**src/rtl/key_debounce.sv**
```systemverilog
// -----------------------------------------------------------------------------
// key_debounce
//
// Debounces one raw push-button and a 3-bit slide-switch bank.
//
// The button runs through a two-flop synchroniser and a four-state FSM
// (IDLE -> PRESS_WAIT -> HELD -> RELEASE_WAIT -> IDLE). A level change must
// stay stable for DEBOUNCE_CNT synchronised cycles before the FSM accepts it.
// A registered strobe marks each accepted press and release. A separate hold
// counter raises a single long-press strobe once the button has stayed in the
// debounced-held condition for LONG_CNT cycles.
//
// The switches share one stability counter. The debounced vector updates only
// after the synchronised vector has held one value for DEBOUNCE_CNT cycles.
//
// Parameters
//   DEBOUNCE_CNT  stable cycles that qualify a change (2 .. 2^CNT_WIDTH-1)
//   CNT_WIDTH     width of the debounce counters
//   LONG_CNT      held cycles before long_pulse (1 .. 2^LONG_WIDTH-1)
//   LONG_WIDTH    width of the hold counter
//
// Ports
//   clk            in   system clock, rising edge
//   rst            in   asynchronous active-high reset
//   button         in   raw push-button, 1 = pressed
//   sw_in[2:0]     in   raw switches: [1:0] frequency select, [2] direction
//   btn_level      out  debounced button level
//   press_pulse    out  one-cycle strobe on a debounced press
//   release_pulse  out  one-cycle strobe on a debounced release
//   long_pulse     out  one-cycle strobe after LONG_CNT held cycles
//   sw_out[2:0]    out  debounced switches, same bit mapping as sw_in
//
// All outputs come straight from flops. No input reaches an output
// through combinational logic only.
// -----------------------------------------------------------------------------
module key_debounce #(
  parameter int DEBOUNCE_CNT = 2000000,
  parameter int CNT_WIDTH    = 21,
  parameter int LONG_CNT     = 100000000,
  parameter int LONG_WIDTH   = 27
) (
  input  logic       clk,
  input  logic       rst,
  input  logic       button,
  input  logic [2:0] sw_in,
  output logic       btn_level,
  output logic       press_pulse,
  output logic       release_pulse,
  output logic       long_pulse,
  output logic [2:0] sw_out
);

  localparam logic [CNT_WIDTH-1:0]  DEB_MAX  = CNT_WIDTH'(DEBOUNCE_CNT - 1);
  localparam logic [CNT_WIDTH-1:0]  CNT_ONE  = CNT_WIDTH'(1);
  localparam logic [LONG_WIDTH-1:0] LONG_MAX = LONG_WIDTH'(LONG_CNT - 1);
  localparam logic [LONG_WIDTH-1:0] HOLD_ONE = LONG_WIDTH'(1);

  typedef enum logic [1:0] {
    S_IDLE         = 2'd0,
    S_PRESS_WAIT   = 2'd1,
    S_HELD         = 2'd2,
    S_RELEASE_WAIT = 2'd3
  } state_t;

  // Synchroniser flops
  logic                  r_btn_s1;
  logic                  r_btn_s2;
  logic [2:0]            r_sw_s1;
  logic [2:0]            r_sw_s2;

  // Button FSM state and counters
  state_t                r_state;
  logic [CNT_WIDTH-1:0]  r_cnt;
  logic [LONG_WIDTH-1:0] r_hold;
  logic                  r_long_done;

  // Registered button outputs
  logic                  r_btn_level;
  logic                  r_press;
  logic                  r_release;
  logic                  r_long;

  // Switch filter
  logic [2:0]            r_sw_prev;
  logic [CNT_WIDTH-1:0]  r_sw_cnt;
  logic [2:0]            r_sw_out;

  // Next-state values
  state_t                w_state_nxt;
  logic [CNT_WIDTH-1:0]  w_cnt_nxt;
  logic [LONG_WIDTH-1:0] w_hold_nxt;
  logic                  w_long_done_nxt;
  logic                  w_press_nxt;
  logic                  w_release_nxt;
  logic                  w_long_nxt;
  logic                  w_sw_stable;

  // ---------------------------------------------------------------------------
  // Two-flop synchronisers. Only the second stage feeds any other logic.
  // ---------------------------------------------------------------------------
  always_ff @(posedge clk or posedge rst) begin
    if (rst) begin
      r_btn_s1 <= 1'b0;
      r_btn_s2 <= 1'b0;
      r_sw_s1  <= 3'b000;
      r_sw_s2  <= 3'b000;
    end else begin
      r_btn_s1 <= button;
      r_btn_s2 <= r_btn_s1;
      r_sw_s1  <= sw_in;
      r_sw_s2  <= r_sw_s1;
    end
  end

  // ---------------------------------------------------------------------------
  // Button FSM: state, counters and output strobes are registered together.
  // ---------------------------------------------------------------------------
  always_ff @(posedge clk or posedge rst) begin
    if (rst) begin
      r_state     <= S_IDLE;
      r_cnt       <= '0;
      r_hold      <= '0;
      r_long_done <= 1'b0;
      r_btn_level <= 1'b0;
      r_press     <= 1'b0;
      r_release   <= 1'b0;
      r_long      <= 1'b0;
    end else begin
      r_state     <= w_state_nxt;
      r_cnt       <= w_cnt_nxt;
      r_hold      <= w_hold_nxt;
      r_long_done <= w_long_done_nxt;
      r_btn_level <= (w_state_nxt == S_HELD) || (w_state_nxt == S_RELEASE_WAIT);
      r_press     <= w_press_nxt;
      r_release   <= w_release_nxt;
      r_long      <= w_long_nxt;
    end
  end

  always_comb begin
    w_state_nxt     = r_state;
    w_cnt_nxt       = r_cnt;
    w_hold_nxt      = r_hold;
    w_long_done_nxt = r_long_done;
    w_press_nxt     = 1'b0;
    w_release_nxt   = 1'b0;
    w_long_nxt      = 1'b0;

    case (r_state)
      S_IDLE: begin
        if (r_btn_s2) begin
          w_state_nxt = S_PRESS_WAIT;
          w_cnt_nxt   = '0;
        end
      end

      S_PRESS_WAIT: begin
        if (!r_btn_s2) begin
          w_state_nxt = S_IDLE;
        end else if (r_cnt == DEB_MAX) begin
          w_state_nxt     = S_HELD;
          w_hold_nxt      = '0;
          w_long_done_nxt = 1'b0;
          w_press_nxt     = 1'b1;
        end else begin
          w_cnt_nxt = r_cnt + CNT_ONE;
        end
      end

      S_HELD: begin
        if (!r_btn_s2) begin
          w_state_nxt = S_RELEASE_WAIT;
          w_cnt_nxt   = '0;
        end
        // The hold counter saturates. The done flag keeps the long
        // strobe to a single pulse per press, including when a release
        // glitch drops the FSM back into HELD with the counter still full.
        if (r_hold == LONG_MAX) begin
          if (!r_long_done) begin
            w_long_nxt      = 1'b1;
            w_long_done_nxt = 1'b1;
          end
        end else begin
          w_hold_nxt = r_hold + HOLD_ONE;
        end
      end

      S_RELEASE_WAIT: begin
        // The hold counter is left untouched, so a brief release glitch
        // does not restart the long-press timing.
        if (r_btn_s2) begin
          w_state_nxt = S_HELD;
        end else if (r_cnt == DEB_MAX) begin
          w_state_nxt   = S_IDLE;
          w_release_nxt = 1'b1;
        end else begin
          w_cnt_nxt = r_cnt + CNT_ONE;
        end
      end

      default: begin
        w_state_nxt = S_IDLE;
        w_cnt_nxt   = '0;
      end
    endcase
  end

  // ---------------------------------------------------------------------------
  // Switch filter: one counter shared by all three bits. It restarts on any
  // change of the synchronised vector. The output updates only when the
  // vector has been stable for the full window. Requiring stability in the
  // current cycle as well stops a counter that saturated on the previous
  // value from passing a fresh change through at once.
  // ---------------------------------------------------------------------------
  assign w_sw_stable = (r_sw_s2 == r_sw_prev);

  always_ff @(posedge clk or posedge rst) begin
    if (rst) begin
      r_sw_prev <= 3'b000;
      r_sw_cnt  <= '0;
      r_sw_out  <= 3'b000;
    end else begin
      r_sw_prev <= r_sw_s2;
      if (!w_sw_stable) begin
        r_sw_cnt <= '0;
      end else if (r_sw_cnt != DEB_MAX) begin
        r_sw_cnt <= r_sw_cnt + CNT_ONE;
      end
      if (w_sw_stable && (r_sw_cnt == DEB_MAX) && (r_sw_s2 != r_sw_out)) begin
        r_sw_out <= r_sw_s2;
      end
    end
  end

  assign btn_level     = r_btn_level;
  assign press_pulse   = r_press;
  assign release_pulse = r_release;
  assign long_pulse    = r_long;
  assign sw_out        = r_sw_out;

endmodule

```
**config.mk**
```make
export PLATFORM = sky130hd
export DESIGN_NAME = key_debounce
export DESIGN_NICKNAME = d
export VERILOG_FILES = /design/src/rtl/key_debounce.sv
export SDC_FILE = /design/constraint.sdc
export NUM_CORES = 1
export LEC_CHECK = 0
export BUFFER_PORTS_ARGS = -buffer_cell sky130_fd_sc_hd__buf_2
export CORE_MARGIN = 3
export CORE_UTILIZATION = 35
export DETAILED_ROUTE_END_ITERATION = 10
export PLACE_DENSITY = 0.55
export SETUP_SLACK_MARGIN = 0.05
export SLEW_MARGIN = 30
export SYNTH_ARGS = -nofsm -noshare
export SYNTH_HDL_FRONTEND = slang
export SYNTH_SLANG_ARGS = --single-unit
export TNS_END_PERCENT = 1
```
**constraint.sdc**
```tcl
create_clock -name clk -period 6.31 [get_ports clk]
set_input_delay 1.262 -clock clk [delete_from_list [all_inputs] [get_ports clk]]
set_output_delay 1.262 -clock clk [all_outputs]
set_load 0.01 [all_outputs]
```
* Word-level counts from Yosys, hierarchy flattened
Index checks and enable logic that the tools add are counted.
** Cells by class
- Bitwise logic cells :: 0
- Order comparisons :: 0
- Shifts and indexed selects :: 0
- Eq/ne operators :: 19
- Add/subtract/negate cells :: 3
- Reductions and logical operators :: 8
- Multipliers :: 0
- Div/mod/pow operators :: 0
- Mux-type cells :: 31
** Operators with widths (number)
- 2-to-1 mux 21 bit :: 7
- one-hot mux 21 bit (4 select lines) :: 1
- 2-to-1 mux 27 bit :: 3
- one-hot mux 27 bit (2 select lines) :: 1
- adder 21 x 1 -> 21 bit, second input constant :: 2
- == test 21 bit, second input constant :: 2
- adder 27 x 1 -> 27 bit, second input constant :: 1
- == test 27 bit, second input constant :: 1
- inequality test 21 bit, second input constant :: 1
- inequality test 2 bit, second input constant :: 7
- 2-to-1 mux 2 bit :: 6
- AND reduction 4 bit :: 3
- 2-to-1 mux 1 bit :: 11
- == test 2 bit, second input constant :: 4
- one-hot mux 2 bit (4 select lines) :: 1
- == test 3 bit :: 1
- inequality test 3 bit :: 1
- == test 2 x 1 -> 1 bit, second input constant :: 1
- logical AND 1 bit :: 2
- logical NOT 2 bit :: 1
- inequality test 2 x 1 -> 1 bit, second input constant :: 1
- one-hot mux 1 bit (2 select lines) :: 1
- nonzero test 2 bit :: 1
- logical OR 1 bit :: 1
** Word-level totals
- Register bits after elaboration :: 90
- Bits in writable memories :: 0
- ROM bits :: 0
- Memories kept :: 0
- Latch bits :: 0

* Longest topological paths before layout
- Depth after elaboration :: 6
- Gate-level depth with buffers :: 8

* Worst setup path before layout
No wires, ideal clock.
- Path type :: reg2reg
- From :: register r_cnt[7]
- To :: register r_hold[0]
- Arrival time :: 1819 ps
- Path slack :: 4366 ps
- Period minus slack after synthesis :: 1944 ps
- Path buffers :: 1
- Cell stages (with the launch flop) :: 7
- Required time :: 6185 ps
- Cell sequence :: dfrtp_1 > or4b_1 > nor4_2 > and3_1 > buf_2 > nor2_1 > mux2_2
** Between the ends
- Word-level cells in the longest chain between the ends :: 3
** RTL lines
- start: declaration :: line 73 : logic [CNT_WIDTH-1:0] r_cnt;
- start signal: assignment :: line 130 : r_cnt <= w_cnt_nxt;
- == test 21 bit :: line 160 : end else if (r_cnt == DEB_MAX) begin
- inequality test 2 bit (no line)
- AND reduction 4 bit (no line)
- end signal: assignment :: line 131 : r_hold <= w_hold_nxt;
- end: declaration :: line 74 : logic [LONG_WIDTH-1:0] r_hold;
No other way between the ends.
A chain may end at the register's enable or synchronous reset.

* Worst setup path after layout
Same ends and word-level chain as after synthesis.

==> flow_summary_export.csv <==
group,metric,value,unit
timing,fin_skew,0.00648,ns
logic_synthesis,synth-main-ff-cell,"dfrtp_1",
clock_tree,hold_buffers,0,
logic_synthesis,netlist_instances,437,
floorplanning,start_util,0.361,
timing,finalSetupViolCount,0,
final_layout,layout_common_cells,"dfrtp_1, nor2_1, nand2_1, nand3_1, xor2_1",
clock_tree,cts_htree_levels,3,
placed_design,port_buffers,12,
placed_design,dp.cells,603,
floorplanning,die_area,13900,sq um
logic_synthesis,synth.net_count,446,
worst_setup_path,crit_chain,"or4b_1, nor4_2, and3_1, nor2_1, mux2_2",
pwr,seqPwrFrac,0.506,
timing,min_period_over_period,0.388,
timing,rsz0062_at_grt,"no",
worst_setup_path,cpPeakStageDelay,0.60,ns
timing,max_freq,409,MHz
timing,worstMarginPinSlew,0.848,ns
pwr,p_clk_frac,0.466,
timing,setup_slack,3.86,ns
logic_synthesis,synth.distinct_cells,48,
final_layout,fillers,1205,
global_routing,grt_max_degree,53,
final_layout,drive_gt1_frac,0.0909,
route,vias,3258,
final_layout,layout.cells.non_filler,619,
pwr,power.leakage,2.01,nW
floorplanning,io_pins,13,
placed_design,routabilityCongestion,0.780,
clock_tree,post-cts-setup-buffers,0,
logic_synthesis,yosys_register_bits,89,
clock_tree,cts_resized,0,
global_routing,grt_pass1_wl,15.8,mm
clock_tree,cts.sinks,89,
worst_setup_path,crit_fanout,15,
logic_synthesis,yosysWarnings,0,
timing,period_minus_slack,2.45,ns
worst_setup_path,ff2ff_path_depth,5,
worst_setup_path,cp.required,6.54,ns
route,drcViolationCount,0,
logic_synthesis,syn_area,4370,sq um
worst_setup_path,end_kind,"register",
clock_tree,path_clk_slew,0.06,ns
clock_tree,cts_buffers,9,
logic_synthesis,seq_area_frac_synth,0.509,
pwr,p_sw_frac,0.219,
worst_setup_path,crit_type,"register to register",
logic_synthesis,synth_edf_count,0,
worst_setup_path,cpMaxStageDelayCell,"and3_1",
clock_tree,clk-insertion-delay-late,0.34,ns
global_routing,antenna_found_initial,0,
clock_tree,cts_tree,"yes",
pwr,vdd_drop_max,115,uV
route,ant_nets,0,
route,first_pass_iters,4,
route,drtIter0Drc,207,
route,wl_per_cell,14.6,um
pwr,powerDensity,238,nW/um^2
clock_tree,cts_root_buf,"clkbuf_16",
logic_synthesis,ys_async_sr_fraction,1.00,
timing,max-slew-margin-rel,0.433,
timing,final_max_slew_viol_count,0,
placed_design,dp_slack,3.77,ns
floorplanning,die_h,118,um
job,drv_cap,0,
logic_synthesis,avgSynthCellArea,10.0,sq um
pwr,internal_power,904,uW
route,totalWireLength,9.01,mm
hold_path,worst_hold_path_type,"register to register",
timing,setup_tns,0,ns
worst_setup_path,start_kind,"register",
final_layout,layout.nets,455,
hold_path,worst_hold_path.num_cells,0,
floorplanning,dieWidth,118,um
timing,final_hold_viol_count,0,
clock_tree,clk_path_buf_depth,2,
final_layout,synthToLayoutAreaGrowth,11.4,%
pwr,p_comb_frac,0.027,
floorplanning,num_rows,40,
final_layout,final_common_cell,"dfrtp_1",
worst_setup_path,crit_arrival,2.67,ns
final_layout,antenna_cells,0,
global_routing,grt-ovfl-total,0,
route,post_drt_via_cell_ratio,5.26,
placed_design,hpwlAfterDp,5.99,mm
pwr,p_sw,254,uW
global_routing,grt_pass1_vias,3248,
run_status,status,"completed",
global_routing,grt_usage,0.138,
timing,hold_slack,0.340,ns
floorplanning,core_area,12100,sq um
cells in the mapped netlist (all sizes together) (8+ instances only):
cell | number | area share
dfrtp | 89 | 0.51
nor2 | 42 | 0.036
nand2 | 34 | 0.030
nand3 | 29 | 0.033
xor2 | 29 | 0.058
a21oi | 24 | 0.027
o21ai | 20 | 0.023
nand4 | 18 | 0.026
o31ai | 12 | 0.021
and4 | 10 | 0.020
or3 | 10 | 0.015
or4 | 10 | 0.017
and3 | 9 | 0.013
buf | 9 | 0.014
nand4b | 8 | 0.016
nor4 | 8 | 0.014
critical path: cells and delay by family (launching register included):
kind | cells | cell delay (ns)
flops | 1 | 0.45
mux | 1 | 0.29
simple gates | 4 | 1.58
path summary, 6_finish.rpt:
check | start | to | slack (ns)
min in group asynchronous | rst | r_sw_cnt[6] | 0.98
setup reg to reg | r_cnt[7] | r_hold[0] | 3.86
setup / recovery | r_cnt[7] | r_hold[0] | 3.86
hold reg to reg | r_sw_s1[2] | r_sw_s2[2] | 0.34
max in group asynchronous | rst | r_cnt[1] | 4.25
hold / removal | r_sw_s1[2] | r_sw_s2[2] | 0.34
power groups by stage:
stage	clock network [mW]	registers (mW)	logic [mW]
CTS	0.558	0.586	0.0338
global route	0.581	0.587	0.0377
floorplan	0	0.594	0.0259
detailed placement	0	0.597	0.0334
finish	0.540	0.586	0.0318
global placement	0	0.597	0.0328
cell type report:
class	instances	area [sq um]	area share
clock buffer	12	246	0.0506
tap	168	210	0.0432
multi-input combinational	327	2040	0.418
clock inverter	4	52.6	0.0108
timing repair buffer	14	75.1	0.0154
sequential	89	2230	0.457
inverter	5	20.0	0.00411
through the flow:
stage	utilization	area [sq um]	power, mW
after floorplan	-	4370	0.620
after global placement	0.377	4570	0.629
after detailed placement	0.377	4570	0.630
after CTS	0.402	4870	1.18
after global routing	0.402	4870	1.21
final	0.402	4870	1.16
sequential cells by signal (all words and copies together) (netlist names):
| name | cells |
|---|---|
| r_sw_cnt | 21 |
| btn_level | 1 |
| r_btn_s1 | 1 |
| r_hold | 27 |
| sw_out | 3 |
| r_btn_s2 | 1 |
| r_sw_s2 | 3 |
| press_pulse | 1 |
| long_pulse | 1 |
| r_cnt | 21 |
| r_sw_s1 | 3 |
| r_sw_prev | 3 |
| r_long_done | 1 |
| release_pulse | 1 |
| r_state | 1 |
cells by family (layout without fill, tap and decap cells):
logic type | after synthesis | in the layout | synth area share
xor+xnor | 36 | 36 | 0.0721
compound gates | 71 | 71 | 0.0979
fa+ha+maj | 3 | 3 | 0.00859
simple gates | 210 | 210 | 0.270
flops | 89 | 89 | 0.509
buf+inv | 21 | 35 | 0.0246
mux | 7 | 7 | 0.0175
layer usage:
layer  vias up  wire [um]  track usage  part of all wire
li1       1616          -            -                 -
met1      1600       4320        0.179              0.48
met2        33       4250        0.216              0.47
met3         9        294       0.0428             0.033
met4         0        149       0.0520             0.017
met5         -          0            0                 0
No activity file was read; power rests on OpenSTA's default activity.
